[src/rtl/mem_bus_arbiter.sv]
// Two-port arbiter (instruction fetch vs. data) in front of a single SPI memory engine.
// Data has priority; a bounded starvation counter guarantees fetch forward progress.
module mem_bus_arbiter #(
  parameter int ADDR_W       = 17,
  parameter int STARVE_LIMIT = 4
) (
  input  logic              clk,
  input  logic              rst,
  // fetch port
  input  logic              if_req,
  input  logic [ADDR_W-1:0] if_addr,
  output logic              if_done,
  output logic [31:0]       if_rdata,
  // data port
  input  logic              d_req,
  input  logic [ADDR_W-1:0] d_addr,
  input  logic [2:0]        d_nbytes,
  input  logic              d_we,
  input  logic [31:0]       d_wdata,
  output logic              d_done,
  output logic [31:0]       d_rdata,
  // memory engine
  output logic              mem_start,
  output logic [ADDR_W-1:0] mem_addr,
  output logic [2:0]        mem_nbytes,
  output logic              mem_we,
  output logic [31:0]       mem_wdata,
  input  logic              mem_done,
  input  logic [31:0]       mem_rdata,
  output logic              busy
);

  typedef enum logic [1:0] {IDLE, ISSUE, RELEASE} state_t;

  localparam int CW = $clog2(STARVE_LIMIT + 2);
  localparam logic [CW-1:0] LIM = CW'(STARVE_LIMIT);

  state_t            state_q;
  logic [CW-1:0]     starve_cnt_q;
  logic              gnt_fetch_q;
  logic              mem_start_q;
  logic [ADDR_W-1:0] mem_addr_q;
  logic [2:0]        mem_nbytes_q;
  logic              mem_we_q;
  logic [31:0]       mem_wdata_q;
  logic              if_done_q, d_done_q;
  logic [31:0]       if_rdata_q, d_rdata_q;

  logic              fetch_win;
  logic [31:0]       rdata_fmt;

  // Engine buffer holds the first received byte in the MSB; reorder to little-endian.
  function automatic logic [31:0] fmt_rdata(input logic [2:0] nb, input logic [31:0] raw);
    case (nb)
      3'd1:    fmt_rdata = {24'b0, raw[7:0]};
      3'd2:    fmt_rdata = {16'b0, raw[7:0], raw[15:8]};
      default: fmt_rdata = {raw[7:0], raw[15:8], raw[23:16], raw[31:24]};
    endcase
  endfunction

  assign fetch_win = if_req && (!d_req || (starve_cnt_q == LIM));
  assign rdata_fmt = fmt_rdata(mem_nbytes_q, mem_rdata);

  always_ff @(posedge clk) begin
    if (rst) begin
      state_q      <= IDLE;
      starve_cnt_q <= '0;
      gnt_fetch_q  <= 1'b0;
      mem_start_q  <= 1'b0;
      mem_addr_q   <= '0;
      mem_nbytes_q <= '0;
      mem_we_q     <= 1'b0;
      mem_wdata_q  <= '0;
      if_done_q    <= 1'b0;
      d_done_q     <= 1'b0;
      if_rdata_q   <= '0;
      d_rdata_q    <= '0;
    end else begin
      case (state_q)
        IDLE: begin
          if (!if_req) starve_cnt_q <= '0;
          if (if_req || d_req) begin
            state_q     <= ISSUE;
            mem_start_q <= 1'b1;
            gnt_fetch_q <= fetch_win;
            if (fetch_win) begin
              mem_addr_q   <= if_addr;
              mem_nbytes_q <= 3'd4;
              mem_we_q     <= 1'b0;
              mem_wdata_q  <= '0;
              starve_cnt_q <= '0;
            end else begin
              mem_addr_q   <= d_addr;
              mem_nbytes_q <= d_nbytes;
              mem_we_q     <= d_we;
              mem_wdata_q  <= d_wdata;
              if (if_req && (starve_cnt_q != LIM)) starve_cnt_q <= starve_cnt_q + 1'b1;
            end
          end
        end
        ISSUE: begin
          // Requester inputs are ignored here; the granted fields stay on mem_*.
          if (mem_done) begin
            state_q     <= RELEASE;
            mem_start_q <= 1'b0;
            if (gnt_fetch_q) begin
              if_rdata_q <= rdata_fmt;
              if_done_q  <= 1'b1;
            end else begin
              d_rdata_q <= rdata_fmt;
              d_done_q  <= 1'b1;
            end
          end
        end
        RELEASE: begin
          if_done_q <= 1'b0;
          d_done_q  <= 1'b0;
          state_q   <= IDLE;
        end
        default: state_q <= IDLE;
      endcase
    end
  end

  assign mem_start  = mem_start_q;
  assign mem_addr   = mem_addr_q;
  assign mem_nbytes = mem_nbytes_q;
  assign mem_we     = mem_we_q;
  assign mem_wdata  = mem_wdata_q;
  assign if_done    = if_done_q;
  assign if_rdata   = if_rdata_q;
  assign d_done     = d_done_q;
  assign d_rdata    = d_rdata_q;
  assign busy       = (state_q != IDLE);

endmodule

[config.mk]
export PLATFORM = sky130hd
export DESIGN_NAME = mem_bus_arbiter
export DESIGN_NICKNAME = d
export VERILOG_FILES = /design/src/rtl/mem_bus_arbiter.sv
export SDC_FILE = /design/constraint.sdc
export NUM_CORES = 1
export LEC_CHECK = 0
export CAP_MARGIN = 20
export CORE_MARGIN = 2
export CORE_UTILIZATION = 43
export DETAILED_ROUTE_END_ITERATION = 6
export GPL_TIMING_DRIVEN = 1
export PLACE_DENSITY = 0.9
export SLEW_MARGIN = 20
export SYNTH_ARGS = -nofsm -noshare
export SYNTH_HDL_FRONTEND = slang
export SYNTH_SLANG_ARGS = --single-unit
export TNS_END_PERCENT = 30
[constraint.sdc]
create_clock -name clk -period 1.73 [get_ports clk]
set_input_delay 0.2595 -clock clk [delete_from_list [all_inputs] [get_ports clk]]
set_output_delay 0.2595 -clock clk [all_outputs]
set_load 0.02 [all_outputs]
==> run_results.csv <==
group,metric,value,unit
setup_path,cp.arrival,1.96,ns
detailed_routing,drc,0,
cts,numClockSinks,126,
logic_synthesis,yosysUniqueCellTypes,38,
logic_synthesis,yosysTopAreaCell,"dfxtp_1",
logic_synthesis,yosysSeqAreaShare,0.454,
placement,placedInstanceArea,8080,um2
cells_and_area,stdcell_area,8640,um2
detailed_routing,via_per_inst,5.67,
timing,tightestPinTransition,0.656,ns
setup_path,cp_max_fo,12,
setup_path,worstSetupPathType,"register to register",
die,core_area,12600,um2
logic_synthesis,syn_area_per_cell,8.47,um2
logic_synthesis,synth-seq-cells,126,
cts,clk_latency,0.41,ns
logic_synthesis,synth_area_leaders,"dfxtp_1 45%, a21oi_1 9.8%, o21ai_0 5.4%, a311oi_1 5.4%, o211ai_1 4.3%",
detailed_routing,wl_per_cell,17.1,um
timing,final_max_slew_viol_count,0,
detailed_routing,totalWireLength,17.9,mm
setup_path,crit_required,2.04,ns
cells_and_area,drive_gt1_frac,0.0782,
placement,dp.final_hpwl,12.1,mm
global_routing,grt_max_degree,127,
logic_synthesis,synth.most_common_cell,"dfxtp_1",
logic_synthesis,ys.warnings.count,0,
cts,hold_buffers,0,
placement,gp_congestion,0.822,
detailed_routing,first_pass_iters,5,
timing,setup_ws,0.0817,ns
cells_and_area,layout.nets,968,
cts,cts_root_buffer,"clkbuf_16",
timing,slew_headroom,0.562,
logic_synthesis,synth_edf_count,0,
timing,setup_viol,0,
logic_synthesis,synth.cell_area,5560,um2
min_path,whs_path_depth,3,
timing,fin_crit,1.65,ns
setup_path,start_kind,"register",
global_routing,grt_pass1_wl,27.9,mm
global_routing,antenna_found_initial,0,
cts,cts_buffer_depth,2,
timing,rsz0062_at_grt,"no",
cells_and_area,fillCellCount,1035,
die,start_util,0.441,
status,status,"complete, no violations",
timing,finalCritPeriodShare,0.953,
setup_path,reg2reg_depth,4,
die,die_w,118,um
timing,finalSetupTns,0,ns
cells_and_area,diodes,0,
cts,clk_pin_slew,0.06,ns
logic_synthesis,yosysTopAreaCellShare,0.454,
power_and_ir_drop,power_density,948,nW/um2
logic_synthesis,synth_common_cells,"126 x dfxtp_1, 109 x a21oi_1, 60 x o21ai_0",
global_routing,grt_overflow,0,
placement,numPortBuffers,227,
cells_and_area,syn2layout_area_growth,55.4,%
power_and_ir_drop,ir_drop,0.577,mV
die,die_height,118,um
cells_and_area,stdcell_count,1042,
die,die_area,13900,um2
setup_path,worstSetupEndpointType,"register",
timing,final-hold-violation-count,0,
logic_synthesis,ys.flop_type,"dfxtp_1",
cts,cts_tree,"done",
timing,timing.fmax,0.607,GHz
placement,dp_slack,-0.121,ns
logic_synthesis,syn-instance-count,657,
die,rows,41,
run,maxCapViolCount,0,
detailed_routing,final_antenna_net_count,0,
cts,cts_inserted_buffers,17,
cts,cts_htree_levels,4,
detailed_routing,drt-initial-drc-count,458,
logic_synthesis,syn_nets,766,
placement,dp_cells,1012,
timing,fin_skew,0.0110,ns
min_path,hp-class,"input pin to register",
global_routing,first_global_vias,5509,
detailed_routing,vias,5911,
die,num_io_pins,228,
logic_synthesis,synth-async-reset-ratio,0,
power_and_ir_drop,p_leak,0.00295,uW
global_routing,track_usage,0.248,
-- cells by family after synthesis --
family,share of synthesized area
DFF,0.454
buffers and inverters,0.0650
adders and majority gates,0.00450
xor gates and xnor gates,0.00158
and+or+nand+nor,0.173
AOI/OAI and AO/OA,0.302
-- layout by cell type (no fill, tap or decap), types with 2 or more instances in the layout --
cell type	instances
clkdlybuf4s50_1	222
dfxtp_1	125
a21oi_1	109
o21ai_0	60
nand2_1	37
nand3_1	37
nor2_1	36
a311oi_1	34
o211ai_1	32
nand3b_1	18
buf_4	18
clkbuf_16	17
nor3b_1	16
a211oi_1	16
buf_12	11
nor2b_1	9
and2_1	9
a221oi_1	8
a32oi_1	8
inv_1	6
clkinv_2	6
dlygate4sd2_1	4
nor2_2	3
clkbuf_8	3
o21ai_1	2
or4_1	2
or3_1	2
ha_1	2
clkbuf_1	2
bufinv_16	2
-- critical path, cell delays in order (launching register included) --
cell and delay [ns]:
dfxtp_1 0.38, buf_4 0.21, nor2_1 0.45, a32oi_1 0.20
a311oi_1 0.31
-- layer usage --
| metal | routed length, um | track usage | vias up | share of wire |
|---|---|---|---|---|
| li1 | - | - | 2836 | - |
| met1 | 7310 | 0.301 | 2734 | 0.41 |
| met2 | 8740 | 0.412 | 300 | 0.49 |
| met3 | 1310 | 0.0601 | 41 | 0.073 |
| met4 | 497 | 0.116 | 0 | 0.028 |
| met5 | 0 | 0 | - | 0 |
-- flip-flops by register name (all words and copies together) (netlist names) --
register,cells
starve_cnt_q,3
if_rdata,32
mem_addr,17
d_done,1
state_q,2
d_rdata,32
if_done,1
mem_wdata,32
mem_we,1
mem_nbytes,3
gnt_fetch_q,1
mem_start,1
-- what timing repair did --
action	in CTS	in global routing
resized for setup	4	0
setup endpoints to repair	4	0
setup buffers	0	0
-- stage by stage --
stage / power, uW / hold slack (ns) / util
3_3_place_gp: 4830 / 0.442 / 0.640
4_1_cts: 8230 / 0.399 / 0.685
5_1_grt: 8490 / 0.416 / 0.685
3_5_place_dp: 4850 / 0.447 / 0.640
6_report: 8190 / 0.410 / 0.685
2_1_floorplan: 4040 / 0.406 / -
-- area by class of cell --
cell class | instances | area [um2] | area share
clock buffer | 22 | 474 | 0.0549
clock inverter | 8 | 90.1 | 0.0104
inverter | 7 | 26.3 | 0.00304
multi-input combinational | 452 | 2700 | 0.312
sequential | 126 | 2520 | 0.292
tap | 172 | 215 | 0.0249
timing repair buffer | 255 | 2610 | 0.302
-- power by group --
| group | internal (uW) | switching (uW) |
|---|---|---|
| combinational | 775 | 857 |
| clock | 2200 | 1190 |
| sequential | 3070 | 99.1 |
| total | 6050 | 2140 |
-- worst paths after layout --
kind              slack [ns]           end          start
hold reg to reg         0.45  if_rdata[30]   if_rdata[30]
setup reg to reg        0.08   if_rdata[6]  mem_nbytes[0]
hold / removal          0.41        d_done            rst
setup / recovery        0.08   if_rdata[6]  mem_nbytes[0]
(Power assumes the default switching activity.)
